`src/rtl/draw_pkg.sv`:
```
// Shared constants, widths and state encoding for the sprite draw sequencer.
package draw_pkg;

  localparam int SCREEN_W = 160;
  localparam int SCREEN_H = 120;
  localparam int BOX_W    = 40;
  localparam int BOX_H    = 40;

  localparam int X_W    = 8;
  localparam int Y_W    = 7;
  localparam int MSEL_W = 5;

  typedef enum logic [1:0] {
    IDLE  = 2'd0,
    SCAN  = 2'd1,
    FLUSH = 2'd2,
    DONE  = 2'd3
  } draw_state_e;

endpackage

```
`src/rtl/scan_counter_2d.sv`:
```
// Column/row scan counter with a row-major linear address kept as its own
// incrementing counter, so no multiplier is needed. Holds on the last pixel.
module scan_counter_2d
  import draw_pkg::*;
#(
  parameter int ADDR_W = 15
) (
  input  logic              clk,
  input  logic              resetn,
  input  logic              i_clr,
  input  logic              i_en,
  input  logic [X_W-1:0]    i_width,
  input  logic [Y_W-1:0]    i_height,
  output logic [X_W-1:0]    o_col,
  output logic [Y_W-1:0]    o_row,
  output logic [ADDR_W-1:0] o_addr,
  output logic              o_last
);

  logic [X_W-1:0]    r_col;
  logic [Y_W-1:0]    r_row;
  logic [ADDR_W-1:0] r_addr;
  logic              w_col_last;
  logic              w_row_last;

  assign w_col_last = (r_col == i_width - 1'b1);
  assign w_row_last = (r_row == i_height - 1'b1);
  assign o_last     = w_col_last && w_row_last;
  assign o_col      = r_col;
  assign o_row      = r_row;
  assign o_addr     = r_addr;

  // Advance one pixel per enabled cycle; clear on a new draw; freeze on the last pixel.
  always_ff @(posedge clk or negedge resetn) begin
    if (!resetn) begin
      r_col  <= '0;
      r_row  <= '0;
      r_addr <= '0;
    end else if (i_clr) begin
      r_col  <= '0;
      r_row  <= '0;
      r_addr <= '0;
    end else if (i_en && !o_last) begin
      r_addr <= r_addr + 1'b1;
      if (w_col_last) begin
        r_col <= '0;
        r_row <= r_row + 1'b1;
      end else begin
        r_col <= r_col + 1'b1;
      end
    end
  end

endmodule

```
`src/rtl/sprite_draw_seq.sv`:
```
// Sprite/screen draw sequencer: scans a box or the full screen one pixel per
// clock, issuing the ROM address and presenting x/y/plot one cycle later.
// Optional abort input enabled by defining DRAW_ABORT_EN.
module sprite_draw_seq
  import draw_pkg::*;
#(
  parameter int BOX_W    = draw_pkg::BOX_W,
  parameter int BOX_H    = draw_pkg::BOX_H,
  parameter int SCREEN_W = draw_pkg::SCREEN_W,
  parameter int SCREEN_H = draw_pkg::SCREEN_H,
  parameter int ADDR_W   = 15
) (
  input  logic              clk,
  input  logic              resetn,
  input  logic              start,
  input  logic              fullScreen,
  input  logic              blackIn,
  input  logic [4:0]        memorySelIn,
  input  logic [7:0]        xInit,
  input  logic [6:0]        yInit,
  output logic [ADDR_W-1:0] romAddr,
  output logic [4:0]        memorySel,
  output logic              black,
  output logic [7:0]        x,
  output logic [6:0]        y,
  output logic              plot,
  output logic              busy,
  output logic              done
`ifdef DRAW_ABORT_EN
  ,
  input  logic              abort
`endif
);

  draw_state_e r_state;
  draw_state_e w_state_nxt;

  logic [X_W-1:0]    r_orig_x;
  logic [Y_W-1:0]    r_orig_y;
  logic [X_W-1:0]    r_width;
  logic [Y_W-1:0]    r_height;
  logic [MSEL_W-1:0] r_msel;
  logic              r_black;
  logic [X_W-1:0]    r_x;
  logic [Y_W-1:0]    r_y;
  logic              r_plot;
  logic              r_busy;
  logic              r_done;

  logic [X_W-1:0]    w_col;
  logic [Y_W-1:0]    w_row;
  logic [ADDR_W-1:0] w_addr;
  logic              w_last;
  logic [X_W:0]      w_sum_x;
  logic [Y_W:0]      w_sum_y;
  logic              w_clip;
  logic              w_abort;

  logic              w_latch;
  logic              w_cnt_en;
  logic              w_xy_load;
  logic              w_plot_d;
  logic              w_busy_d;
  logic              w_done_d;

`ifdef DRAW_ABORT_EN
  assign w_abort = abort;
`else
  assign w_abort = 1'b0;
`endif

  scan_counter_2d #(
    .ADDR_W(ADDR_W)
  ) u_scan (
    .clk     (clk),
    .resetn  (resetn),
    .i_clr   (w_latch),
    .i_en    (w_cnt_en),
    .i_width (r_width),
    .i_height(r_height),
    .o_col   (w_col),
    .o_row   (w_row),
    .o_addr  (w_addr),
    .o_last  (w_last)
  );

  // Screen coordinates one bit wider so off-screen pixels clip instead of wrapping.
  assign w_sum_x = {1'b0, r_orig_x} + {1'b0, w_col};
  assign w_sum_y = {1'b0, r_orig_y} + {1'b0, w_row};
  assign w_clip  = (w_sum_x >= (X_W+1)'(SCREEN_W)) || (w_sum_y >= (Y_W+1)'(SCREEN_H));

  // State register.
  always_ff @(posedge clk or negedge resetn) begin
    if (!resetn) begin
      r_state <= IDLE;
    end else begin
      r_state <= w_state_nxt;
    end
  end

  // Next-state logic.
  always_comb begin
    w_state_nxt = r_state;
    case (r_state)
      IDLE:    if (start) w_state_nxt = SCAN;
      SCAN:    if (w_abort) w_state_nxt = IDLE;
               else if (w_last) w_state_nxt = FLUSH;
      FLUSH:   w_state_nxt = w_abort ? IDLE : DONE;
      DONE:    w_state_nxt = IDLE;
      default: w_state_nxt = IDLE;
    endcase
  end

  // Output/control decode: next values for the registered outputs.
  always_comb begin
    w_latch   = 1'b0;
    w_cnt_en  = 1'b0;
    w_xy_load = 1'b0;
    w_plot_d  = 1'b0;
    w_busy_d  = 1'b0;
    w_done_d  = 1'b0;
    case (r_state)
      IDLE: begin
        w_latch  = start;
        w_busy_d = start;
      end
      SCAN: begin
        w_cnt_en  = !w_abort;
        w_xy_load = !w_abort;
        w_plot_d  = !w_abort && !w_clip;
        w_busy_d  = !w_abort;
      end
      FLUSH: begin
        // busy drops on the same edge that raises done
        w_done_d = !w_abort;
      end
      default: ;
    endcase
  end

  // Latched draw context and the one-stage output pipeline.
  always_ff @(posedge clk or negedge resetn) begin
    if (!resetn) begin
      r_orig_x <= '0;
      r_orig_y <= '0;
      r_width  <= '0;
      r_height <= '0;
      r_msel   <= '0;
      r_black  <= 1'b0;
      r_x      <= '0;
      r_y      <= '0;
      r_plot   <= 1'b0;
      r_busy   <= 1'b0;
      r_done   <= 1'b0;
    end else begin
      if (w_latch) begin
        r_msel   <= memorySelIn;
        r_black  <= blackIn;
        r_orig_x <= fullScreen ? '0 : xInit;
        r_orig_y <= fullScreen ? '0 : yInit;
        r_width  <= fullScreen ? X_W'(SCREEN_W) : X_W'(BOX_W);
        r_height <= fullScreen ? Y_W'(SCREEN_H) : Y_W'(BOX_H);
      end
      if (w_xy_load) begin
        r_x <= w_sum_x[X_W-1:0];
        r_y <= w_sum_y[Y_W-1:0];
      end
      r_plot <= w_plot_d;
      r_busy <= w_busy_d;
      r_done <= w_done_d;
    end
  end

  assign romAddr   = w_addr;
  assign memorySel = r_msel;
  assign black     = r_black;
  assign x         = r_x;
  assign y         = r_y;
  assign plot      = r_plot;
  assign busy      = r_busy;
  assign done      = r_done;

endmodule

```
`config.mk`:
```
export PLATFORM = sky130hd
export DESIGN_NAME = sprite_draw_seq
export DESIGN_NICKNAME = d
export VERILOG_FILES = /design/src/rtl/draw_pkg.sv /design/src/rtl/scan_counter_2d.sv /design/src/rtl/sprite_draw_seq.sv
export SDC_FILE = /design/constraint.sdc
export NUM_CORES = 1
export LEC_CHECK = 0
export BUFFER_PORTS_ARGS = -buffer_cell sky130_fd_sc_hd__buf_2
export CAP_MARGIN = 10
export CELL_PAD_IN_SITES_DETAIL_PLACEMENT = 0
export CELL_PAD_IN_SITES_GLOBAL_PLACEMENT = 1
export CORE_MARGIN = 2
export CORE_UTILIZATION = 47
export DETAILED_ROUTE_END_ITERATION = 16
export GPL_ROUTABILITY_DRIVEN = 0
export GPL_TIMING_DRIVEN = 0
export HOLD_SLACK_MARGIN = 0.1
export PLACE_DENSITY = 0.91
export SLEW_MARGIN = 30
export SYNTH_ARGS = -nofsm -noshare
export SYNTH_HDL_FRONTEND = slang
export SYNTH_SLANG_ARGS = --single-unit
```
`constraint.sdc`:
```
create_clock -name clk -period 5.04 [get_ports clk]
set_input_delay 1.008 -clock clk [delete_from_list [all_inputs] [get_ports clk]]
set_output_delay 1.008 -clock clk [all_outputs]
set_load 0.02 [all_outputs]
```
# [Yosys cells after proc, flatten, opt, wreduce, memory -nomap -nowiden]
# Cells that the tools add are included.
[totals] reg_bits=86 output_inout_bits=39 word_cells=61
[op_classes] n_reduce_logical=10 n_addsub=7 n_eq_ne=7 magnitude_cmp=2 mux=20
[op_table] operator="$mux W8" count=5
[op_table] operator="$mux W7" count=5
[op_table] operator="$mux W15" count=2
[op_table] operator="$add A15 B1 Y15 const B" count=1
[op_table] operator="$add A8 B8 Y9" count=1
[op_table] operator="$ge A9 B8 Y1 const B" count=1
[op_table] operator="$add A7 B7 Y8" count=1
[op_table] operator="$add A8 B1 Y8 const B" count=1
[op_table] operator="$eq A8 B8 Y1" count=1
[op_table] operator="$ge A8 B7 Y1 const B" count=1
[op_table] operator="$pmux W2 S4" count=1
[op_table] operator="$sub A8 B1 Y8 const B" count=1
[op_table] operator="$add A7 B1 Y7 const B" count=1
[op_table] operator="$eq A7 B7 Y1" count=1
[op_table] operator="$sub A7 B1 Y7 const B" count=1
[op_table] operator="$eq A2 B2 Y1 const B" count=2
[op_table] operator="$mux W1" count=4
[op_table] operator="$mux W2" count=2
[op_table] operator="$reduce_and A2 Y1" count=2
[op_table] operator="$reduce_bool A2 Y1" count=2
[op_table] operator="$eq A2 B1 Y1 const B" count=1
[op_table] operator="$logic_and A1 B1 Y1" count=2
[op_table] operator="$logic_not A1 Y1" count=2
[op_table] operator="$logic_not A2 Y1" count=1
[op_table] operator="4 further kinds" count=4

# [Logic depth before layout (Yosys ltp)]
# Gate-level depths: netlist (run 1).
[depth] word_depth=7 depth_mapped=9 ltp_nobuf=9

# [By module]
# A second synthesis (run 1) with hierarchy kept.
[hier_totals] hier_cells=471 area_unflattened_um2=4544.4
[by_module_without_submodules] mod="sprite_draw_seq" cells_per_inst=227 seq_area_each_um2=1101.1 instances=1 area_per_inst_um2=2401.1
[by_module_without_submodules] mod="scan_counter_2d" cells_per_inst=244 seq_area_each_um2=750.7 instances=1 area_per_inst_um2=2143.3

# [Worst setup path after synthesis (run 1)]
# OpenSTA, ideal clock, no wires.
[synth_path] kind="input -> register" from="input port start" to="register u_scan.r_col[7] (netlist: u_scan.o_col[7])" n_path_buf=0 arrival_ps=1999 path_slack_ps=2963 t_required_ps=4962 setup_ps=78 cell_stages=6 path_cell_list="nand2_1 > nand2b_1 > and4_1 > o21ai_1 > or3_1 > a21oi_1"
[synth_between] elab_chain_len=2
[synth_rtl] item="start: declaration" line="sprite_draw_seq.sv:15" text="input logic start,"
[synth_rtl] item="$mux W1 *" line="sprite_draw_seq.sv:122" text="case (r_state)"
[synth_rtl] item="$mux W8 / $reduce_bool A2 Y1 (equally long branches)"
[synth_rtl] item="end signal: assignment" line="scan_counter_2d.sv:49" text="r_col <= r_col + 1'b1;"
[synth_rtl] item="end: declaration" line="scan_counter_2d.sv:20" text="logic [X_W-1:0] r_col;"
# Mark *: on every way between the ends. The rest lies on a longest branch, timed or not.
# A chain may end at the register's enable or synchronous reset.

# [Worst setup path in the final report (run 1)]
[layout_path] from="register r_height[4]" to="register r_state[1]"
[layout_between] elab_chain_len=5
[layout_rtl] item="start: declaration" line="sprite_draw_seq.sv:41" text="logic [Y_W-1:0] r_height;"
[layout_rtl] item="start signal: assignment" line="sprite_draw_seq.sv:162" text="r_height <= fullScreen ? Y_W'(SCREEN_H) : Y_W'(BOX_H);"
[layout_rtl] item="$sub A7 B1 Y7" line="scan_counter_2d.sv:27" text="assign w_row_last = (r_row == i_height - 1'b1);"
[layout_rtl] item="$eq A7 B7 Y1" line="scan_counter_2d.sv:27"
[layout_rtl] item="$logic_and A1 B1 Y1" line="scan_counter_2d.sv:28" text="assign o_last = w_col_last && w_row_last;"
[layout_rtl] item="$ne A2 B1 Y1 (no line)"
[layout_rtl] item="$reduce_and A2 Y1 (no line)"
[layout_rtl] item="end signal: assignment" line="sprite_draw_seq.sv:97" text="r_state <= w_state_nxt;"
[layout_rtl] item="end: declaration" line="sprite_draw_seq.sv:35" text="draw_state_e r_state;"
# Every way passes these cells.

==> results of run 1 <==
-- sequential cells by signal, summed over array words and instances (netlist names), 2 cells and up --
signal and flops:
x 8, r_width 2, u_scan.o_row 7, u_scan.o_addr 15
u_scan.o_col 8, r_state 2, memorySel 5, r_orig_x 8
y 7, r_orig_y 7
-- layout by cell type (no fill, tap or decap), types with 4 or more instances in the layout --
cell / count
dfrtp_1: 74
nand2_1: 64
buf_2: 63
nor2_1: 26
ha_1: 25
xor2_1: 18
inv_1: 17
xnor2_1: 16
nand3b_1: 16
a21oi_1: 13
nand3_1: 13
mux2_2: 13
o21ai_0: 12
and3_1: 10
nand4_1: 10
clkbuf_8: 10
clkbuf_1: 9
a211oi_1: 5
and2_1: 5
o211ai_1: 4
mux2i_1: 4
or3_1: 4
-- tightest hold or removal path, delay by kind of cell (launching register included) --
kind / cells / cell delay, ns
simple gates: 2 / 0.10
flops: 1 / 0.35
-- area by class of cell --
type                            count  area (um^2)  area share [%]
Multi-Input combinational cell    298         2028           43.25
Sequential cell                    74         1852           39.49
Timing Repair Buffer               64        345.3           7.364
Clock buffer                       10        137.6           2.935
Tap cell                          105        131.4           2.801
Clock inverter                      6        66.31           1.414
Buffer                             14        65.06           1.387
Inverter                           17        63.81           1.361
-- layer usage --
metal / global-route usage, % / part of all wire, % / up-vias
li1: - / - / 1532
met1: 26.60 / 45 / 1534
met2: 34.03 / 50 / 64
met3: 3.446 / 3.9 / 9
met4: 9.155 / 1.4 / 0
met5: 0 / 0 / -
-- kinds of logic (layout without fill, tap and decap cells) --
group                    after synthesis  in the layout  share of synthesized area [%]
adder cells (fa/ha/maj)               27             27                          8.802
multiplexers                          18             18                          4.931
AND/OR/NAND/NOR                      168            168                          21.32
XOR/XNOR                              34             34                          7.428
buffers and inverters                 31            111                          3.215
AO/OA/AOI/OAI                         51             51                          8.115
flip-flops                            74             74                          46.19
-- stage by stage --
stage               util [%]  setup WS [ns]  cell area [um^2]
floorplan                  -          2.963              4009
global placement       53.95          2.413              4456
detailed placement     54.32          2.379              4486
CTS                    56.79          2.713              4690
global route           56.79          2.476              4690
finish                 56.79          2.718              4690
-- power by group --
part / switching [mW] / internal, mW / total, mW
clock network: 0.228 / 0.242 / 0.470
registers: 0 / 0.593 / 0.593
logic: 0.0163 / 0.0109 / 0.0271
-- worst max path at each step --
stage,cells past startpoint,slack (ns),to,from
after global routing,7,2.48,u_scan.o_row[0],r_state[0]
final,8,2.72,r_state[1],r_height[4]
after CTS,7,2.71,u_scan.o_addr[6],r_state[0]
after detailed placement,6,2.38,u_scan.o_addr[11],start
after floorplan,6,2.96,u_scan.o_col[7],start
after global placement,6,2.41,u_scan.o_addr[6],start
==> results.yml, run 1 <==
clocking:
  clkSinkCount: 74
  clk_pin_slew_ns: 0.09
  cts_resized: 0
  hold_buffers: 0
  cts_root_buf: "clkbuf_8"
  cts_tree: "done"
  cts-buffers-inserted: 9
  cts_setup_buffers: 0
  clk_path_buf_depth: 2
  clk_latency_ns: 0.35
  h-tree-depth: 3
die:
  start_util_pct: 48.55
  rows: 33
  io_pins: 64
  core_area_mm2: 0.008258
  die_area_mm2: 0.009284
  die_w_um: 96.36
  die_y_um: 96.36
routing:
  viasPerCell: 5.338
  drt-pass1-iter-count: 4
  drt_iter0_markers: 129
  drc_errors: 0
  post_drt_wl_per_cell_um: 14.76
  dr_total_vias: 3139
  ant_nets: 0
  routed_wl_um: 8677
critical_path:
  crit_required_ns: 5.28
  end_kind: "flip-flop"
  critPathLaunchType: "flip-flop"
  critical-path-max-stage-delay_ns: 0.41
  r2r_end: "r_state[1]"
  reg2regPathDepth: 8
  cp.arrival_ns: 2.56
  critical_path_buf_inv_count: 1
  r2r_slack_ns: 2.72
  critPathSlowestCell: "dfrtp_1"
  rr_startpoint: "r_height[4]"
  path_class: "reg2reg"
  path_delay_family: "simple AND/OR/NAND/NOR gates"
  cp_max_fo: 4
  worstPathCellList: "inv_1 -> ha_1 -> xnor2_1 -> nor3_1 -> nand4_1 -> and2_1 -> a21oi_2 -> mux2_1"
synthesis:
  yosys_warnings: 0
  synth.area.top_cells: "dfrtp_1 (46%), ha_1 (7.8%), nand2_1 (6.0%), xor2_1 (3.9%), mux2_2 (3.7%)"
  synth.distinct_cells: 49
  syn_avg_cell_area_um2: 9.948
  ys_seq_area_share_pct: 46.19
  synth_top_area_share_pct: 46.19
  synth_seq_cells: 74
  synth_area_mm2: 0.004009
  synth_most_common_cell: "dfrtp_1"
  synth_cells: 403
  synth_top_area_cell: "dfrtp_1"
  syn-num-nets: 455
  yosys-top-cells-count: "dfrtp_1 (74), nand2_1 (64), nor2_1 (26), ha_1 (25), xor2_1 (18)"
  synthArstFlopShare_pct: 100.0
  synth-edff-count: 0
  synth-main-ff-cell: "dfrtp_1"
sta:
  hold_ws_ns: 0.4802
  period_needed_ns: 2.322
  slew_headroom_pct: 55.91
  hold_viol: 0
  worst-slew-pin-transition_ns: 0.6614
  rsz0062_at_grt: "false"
  finalSetupViolations: 0
  period_share_pct: 46.06
  max_freq_ghz: 0.4307
  setup_tns_ns: 0
  skew_ns: 0.01265
  drv_slew: 0
placed_design:
  port_buffers: 63
  dp_cells: 572
  hpwl_um: 6475
job:
  cap_violations: 0
grt:
  grt_pass1_wl_um: 14590
  antenna_found_initial: 0
  grt_pass1_vias: 3126
  grt_usage_pct: 20.60
  grt_overflow_total: 0
  grt_max_degree: 46
worst_hold_path:
  hold_depth: 2
  min_path_type: "reg2reg"
  hold_end: "memorySel[3]"
  min_from: "memorySel[3]"
finish:
  syn_to_final_growth_pct: 16.98
  fill_cells: 762
  drive_gt1_share_pct: 20.70
  fin_cells: 588
  n_antenna_cell: 0
  final_net_count: 530
power:
  ir_drop_mv: 0.1341
  fin_total_pwr_mw: 1.090
  p_per_area_mw_per_mm2: 232.4
  p_leak_nw: 2.323
status:
  status: "finished clean"
(Power assumes the default switching activity.)
==> inputs of run 2 (changes only) <==
- CORE_UTILIZATION: 47 -> 40
- PLACE_DENSITY: 0.91 -> 0.83
- clock period: 5.04 -> 2.09 ns (I/O delays scaled with it)
==> run 2 against run 1 <==
- the flow now finishes with violations (negative setup slack)
- clock skew is 0.0072 ns lower
- maximum frequency is 10% higher
- clock-buffer cell count grew 3
- combinational power up 150%
- cell count up 6.8%
- flip-flop and latch count unchanged
- highest routed layer unchanged
==> results.yml, run 2 (synthesized netlist as in run 1, its figures left out) <==
power:
  p_per_area_mw_per_mm2: 529.9
  p_int_mw: 2.098
  pwr-share-comb_pct: 2.5
  sw_frac_of_total_pct: 21.01
  p_leak_nw: 2.422
  seqPwrFrac_pct: 53.9
  ir_drop_mv: 0.2556
  p_clk_share_pct: 43.6
  p_sw_mw: 0.5581
job:
  cap_violations: 0
routing:
  dr_total_vias: 3210
  ant_nets: 0
  viasPerCell: 5.111
  drt-pass1-iter-count: 4
  drc_errors: 0
  routed_wl_um: 9188
  drt_iter0_markers: 148
  post_drt_wl_per_cell_um: 14.63
critical_path:
  critPathLaunchType: "flip-flop"
  cp_max_fo: 3
  crit_required_ns: 2.34
  path_class: "reg2reg"
  cp.arrival_ns: 2.35
  reg2regPathDepth: 8
  end_kind: "flip-flop"
die:
  die_w_um: 104.1
  core_area_mm2: 0.009729
  rows: 36
  start_util_pct: 41.20
  io_pins: 64
  die_y_um: 104.1
  die_area_mm2: 0.01084
placed_design:
  dp_cells: 600
  hpwl_um: 6512
  dp_slack_ns: -0.2334
  placed_cell_area_mm2: 0.004513
  port_buffers: 63
status:
  violations: "negative setup slack"
  status: "finished, violations left"
finish:
  fin_cells: 628
  n_antenna_cell: 0
  multi_input_area_mm2: 0.002201
  final_cell_mix: "dfrtp_1 (69), buf_2 (65), nand2_1 (63)"
  final_net_count: 543
  layout_commonest_cell: "dfrtp_1"
  syn_to_final_growth_pct: 25.06
  finish.instance_area_mm2: 0.005014
  fill_cells: 910
  largest_reg_flops: 15
  drive_gt1_share_pct: 30.71
  layout.area.seq_mm2: 0.001858
grt:
  grt_pass1_wl_um: 14820
  grt_overflow_total: 0
  antenna_found_initial: 0
  grt_max_degree: 43
  grt_pass1_vias: 3024
  grt_usage_pct: 17.27
sta:
  period_share_pct: 100.8
  rsz0062_at_grt: "true"
  worst-slew-pin-transition_ns: 0.5517
  drv_slew: 0
  hold_ws_ns: 0.2514
  setup_ws_ns: -0.01589
  slew_headroom_pct: 63.22
  skew_ns: 0.005432
  period_needed_ns: 2.106
  hold_viol: 0
  finalSetupViolations: 1
  max_freq_ghz: 0.4749
clocking:
  cts-buffers-inserted: 9
  clkSinkCount: 74
  clk_pin_slew_ns: 0.07
  h-tree-depth: 3
  cts_root_buf: "clkbuf_8"
  cts_tree: "done"
  clk_latency_ns: 0.36
  clk_path_buf_depth: 2
worst_hold_path:
  min_path_type: "in2reg"
  hold_depth: 3
==> run 2: layout make-up <==
type | instances | share of cell area [%]
repair buffers | 77 | 8.884
plain buffers | 14 | 1.497
well taps | 133 | 3.319
clock buffers | 13 | 3.369
flip-flops and latches | 74 | 37.06
multi-input cells | 298 | 43.90
inverters | 17 | 1.273
clock inverters | 2 | 0.6988
==> run 2: layer usage <==
| metal | track usage (%) | up-vias | share of wire [%] |
|---|---|---|---|
| met3 | 4.010 | 16 | 3.6 |
| met1 | 22.41 | 1570 | 46 |
| met4 | 6.081 | 0 | 2.4 |
| li1 | - | 1565 | - |
| met2 | 28.34 | 59 | 48 |
| met5 | 0 | - | 0 |
==> run 2: worst max-delay path, cell delays in order (launching register included) <==
cell and delay (ns):
dfrtp_1 0.40, inv_2 0.09, ha_4 0.16, or2_1 0.22, mux2i_2 0.25, nand4_1 0.21
and2_4 0.23, a21oi_4 0.13, mux2_4 0.31
==> run 2: final timing paths <==
kind / from / to / slack [ns]
max: r_width[5] / r_state[1] / -0.02
min: memorySelIn[1] / memorySel[1] / 0.25
max reg2reg: r_width[5] / r_state[1] / -0.02
min reg2reg: black / black / 0.48
max in group asynchronous: resetn / u_scan.o_col[4] / 0.92
min in group asynchronous: resetn / y[2] / 0.59
==> run 2: repair_timing <==
action,CTS,global route
setup endpoints to repair,33,38
gates resized for setup,17,38
hold endpoints to repair,41,0
setup buffers,8,5
hold buffers,1,0
pin swaps,3,20
==> run 2: stage by stage <==
step	TNS (ns)	power [mW]	util (%)
2_1_floorplan	0	1.466	-
3_3_place_gp	-2.776	1.520	46.15
3_5_place_dp	-4.690	1.526	46.39
4_1_cts	-0.04880	2.695	49.72
5_1_grt	-1.014	2.758	51.53
6_report	-0.01589	2.656	51.53
==> run 2: power by group through the flow <==
stage                     clock network [mW]  registers, mW  logic [mW]
after global placement                     0           1.46      0.0614
after global routing                    1.25           1.43      0.0763
final                                   1.16           1.43      0.0664
after floorplan                            0           1.46     0.00640
after detailed placement                   0           1.46      0.0675
after CTS                               1.19           1.43      0.0699
==> inputs of run 3 (changes only) <==
- CORE_MARGIN: 2 -> not set
==> run 3 against run 2 <==
- the flow still finishes with violations (negative setup slack)
- combinational power rose by 3%
- die area fell by 3.8%
- clock skew rose by 0.0051 ns
- total power rose by 0.32%
- sequential power barely moved
- largest power group unchanged
- highest routed layer unchanged
==> results.yml, run 3 (synthesized netlist as in run 1, its figures left out) <==
status:
  violations: "negative setup slack"
  status: "finished, violations left"
die:
  io_pins: 64
  rows: 36
  die_area_mm2: 0.01043
  die_y_um: 102.1
  core_area_mm2: 0.009729
  start_util_pct: 41.20
  die_w_um: 102.1
clocking:
  clk_latency_ns: 0.37
  cts-buffers-inserted: 9
  cts_tree: "done"
  h-tree-depth: 3
  clk_path_buf_depth: 2
  clk_pin_slew_ns: 0.08
  clkSinkCount: 74
  cts_root_buf: "clkbuf_8"
worst_hold_path:
  hold_end: "memorySel[3]"
  min_from: "memorySelIn[3]"
  min_path_type: "in2reg"
  hold_depth: 3
routing:
  routed_wl_um: 9306
  dr_total_vias: 3179
  viasPerCell: 5.022
  drt_iter0_markers: 133
  ant_nets: 0
  post_drt_wl_per_cell_um: 14.70
  drt-pass1-iter-count: 4
  drc_errors: 0
grt:
  grt_pass1_vias: 3072
  grt_pass1_wl_um: 14750
  grt_max_degree: 49
  grt_usage_pct: 18.96
  grt_overflow_total: 0
  antenna_found_initial: 0
finish:
  syn_to_final_growth_pct: 27.18
  largest_reg_flops: 15
  n_antenna_cell: 0
  drive_gt1_share_pct: 30.60
  final_cell_mix: "dfrtp_1 (71), buf_2 (64), nand2_1 (63)"
  final_net_count: 547
  finish.instance_area_mm2: 0.005099
  layout_commonest_cell: "dfrtp_1"
critical_path:
  cp.arrival_ns: 2.38
  reg2regPathDepth: 8
  r2r_end: "r_state[1]"
  critPathLaunchType: "flip-flop"
  end_kind: "flip-flop"
  cp_max_fo: 3
  rr_startpoint: "r_width[5]"
  crit_required_ns: 2.34
  path_class: "reg2reg"
  r2r_slack_ns: -0.04
placed_design:
  placed_cell_area_mm2: 0.004521
  hpwl_um: 6500
  port_buffers: 63
sta:
  drv_slew: 0
  skew_ns: 0.01054
  worst-slew-pin-transition_ns: 0.5280
  rsz0062_at_grt: "true"
  finalSetupViolations: 2
  setup_ws_ns: -0.03856
  period_share_pct: 101.8
  slew_headroom_pct: 64.80
  hold_viol: 0
  period_needed_ns: 2.129
  max_freq_ghz: 0.4698
job:
  cap_violations: 0
power:
  p_leak_nw: 2.466
  ir_drop_mv: 0.3195
  fin_total_pwr_mw: 2.665
  p_per_area_mw_per_mm2: 522.7
-- run 3: changes by cell type in the layout (fill, tap and decap cells not counted), sizes merged --
| cell | before | now |
|---|---|---|
| clkinvlp | 0 | 1 |
| clkbuf | 22 | 21 |
| clkinv | 1 | 3 |
| buf | 81 | 84 |
-- run 3: layer usage --
layer	GRT usage (%)	up-vias	wire, um
li1	-	1579	-
met1	24.08	1547	4218
met2	30.51	45	4609
met3	4.856	8	304
met4	8.462	0	174
met5	0	-	0
-- run 3: worst max-delay path, stage by stage (launching register included) --
cell	delay, ns
dfrtp_1	0.39
inv_2	0.08
ha_4	0.16
or2_1	0.21
mux2i_2	0.22
nand4_1	0.24
and2_4	0.26
a21oi_4	0.14
mux2_4	0.31
-- run 3: layout make-up --
class,count,area [um^2]
tap,133,166.4
clock inverter,5,52.55
fill,916,4631
sequential,74,1856
buffer,14,75.07
clock buffer,11,151.4
inverter,17,63.81
timing repair buffer,81,486.7
multi-input combinational,298,2247
-- run 3: worst max path at each step --
stage	startpoint	to	cells after the start
finish	r_width[5]	r_state[1]	8
global route	r_width[5]	u_scan.o_addr[3]	10
CTS	r_width[5]	r_state[1]	8
detailed placement	r_width[5]	r_state[1]	8
global placement	r_height[4]	r_state[1]	8
floorplan	r_width[5]	r_state[1]	8
-- run 3: through the flow --
stage	hold WS (ns)	setup TNS, ns	instances	util (%)	worst slack (ns)
finish	0.2387	-0.04501	633	52.40	-0.03856
detailed placement	0.3702	-2.823	600	46.46	-0.2108
global placement	0.4563	-1.568	599	46.15	-0.1872
global route	0.2310	-1.103	633	52.40	-0.1373
floorplan	0.1224	0	403	-	0.09171
CTS	0.2278	-0.04754	623	49.45	-0.04629
-- run 3: repair_timing --
| action | CTS | global route |
|---|---|---|
| endpoints found under the hold margin | 26 | 0 |
| pin swaps | 3 | 16 |
| setup buffers | 6 | 11 |
| gates cloned | 0 | 0 |
| resized for setup | 12 | 43 |
| hold buffers | 1 | 0 |
| setup endpoints to repair | 33 | 46 |
-- run 3: report_power, final --
group | leakage [nW] | internal [mW] | switching, mW
Clock | 0.105 | 0.610 | 0.556
Sequential | 0.899 | 1.43 | 0
Combinational | 1.46 | 0.0275 | 0.0405
Total | 2.47 | 2.07 | 0.597
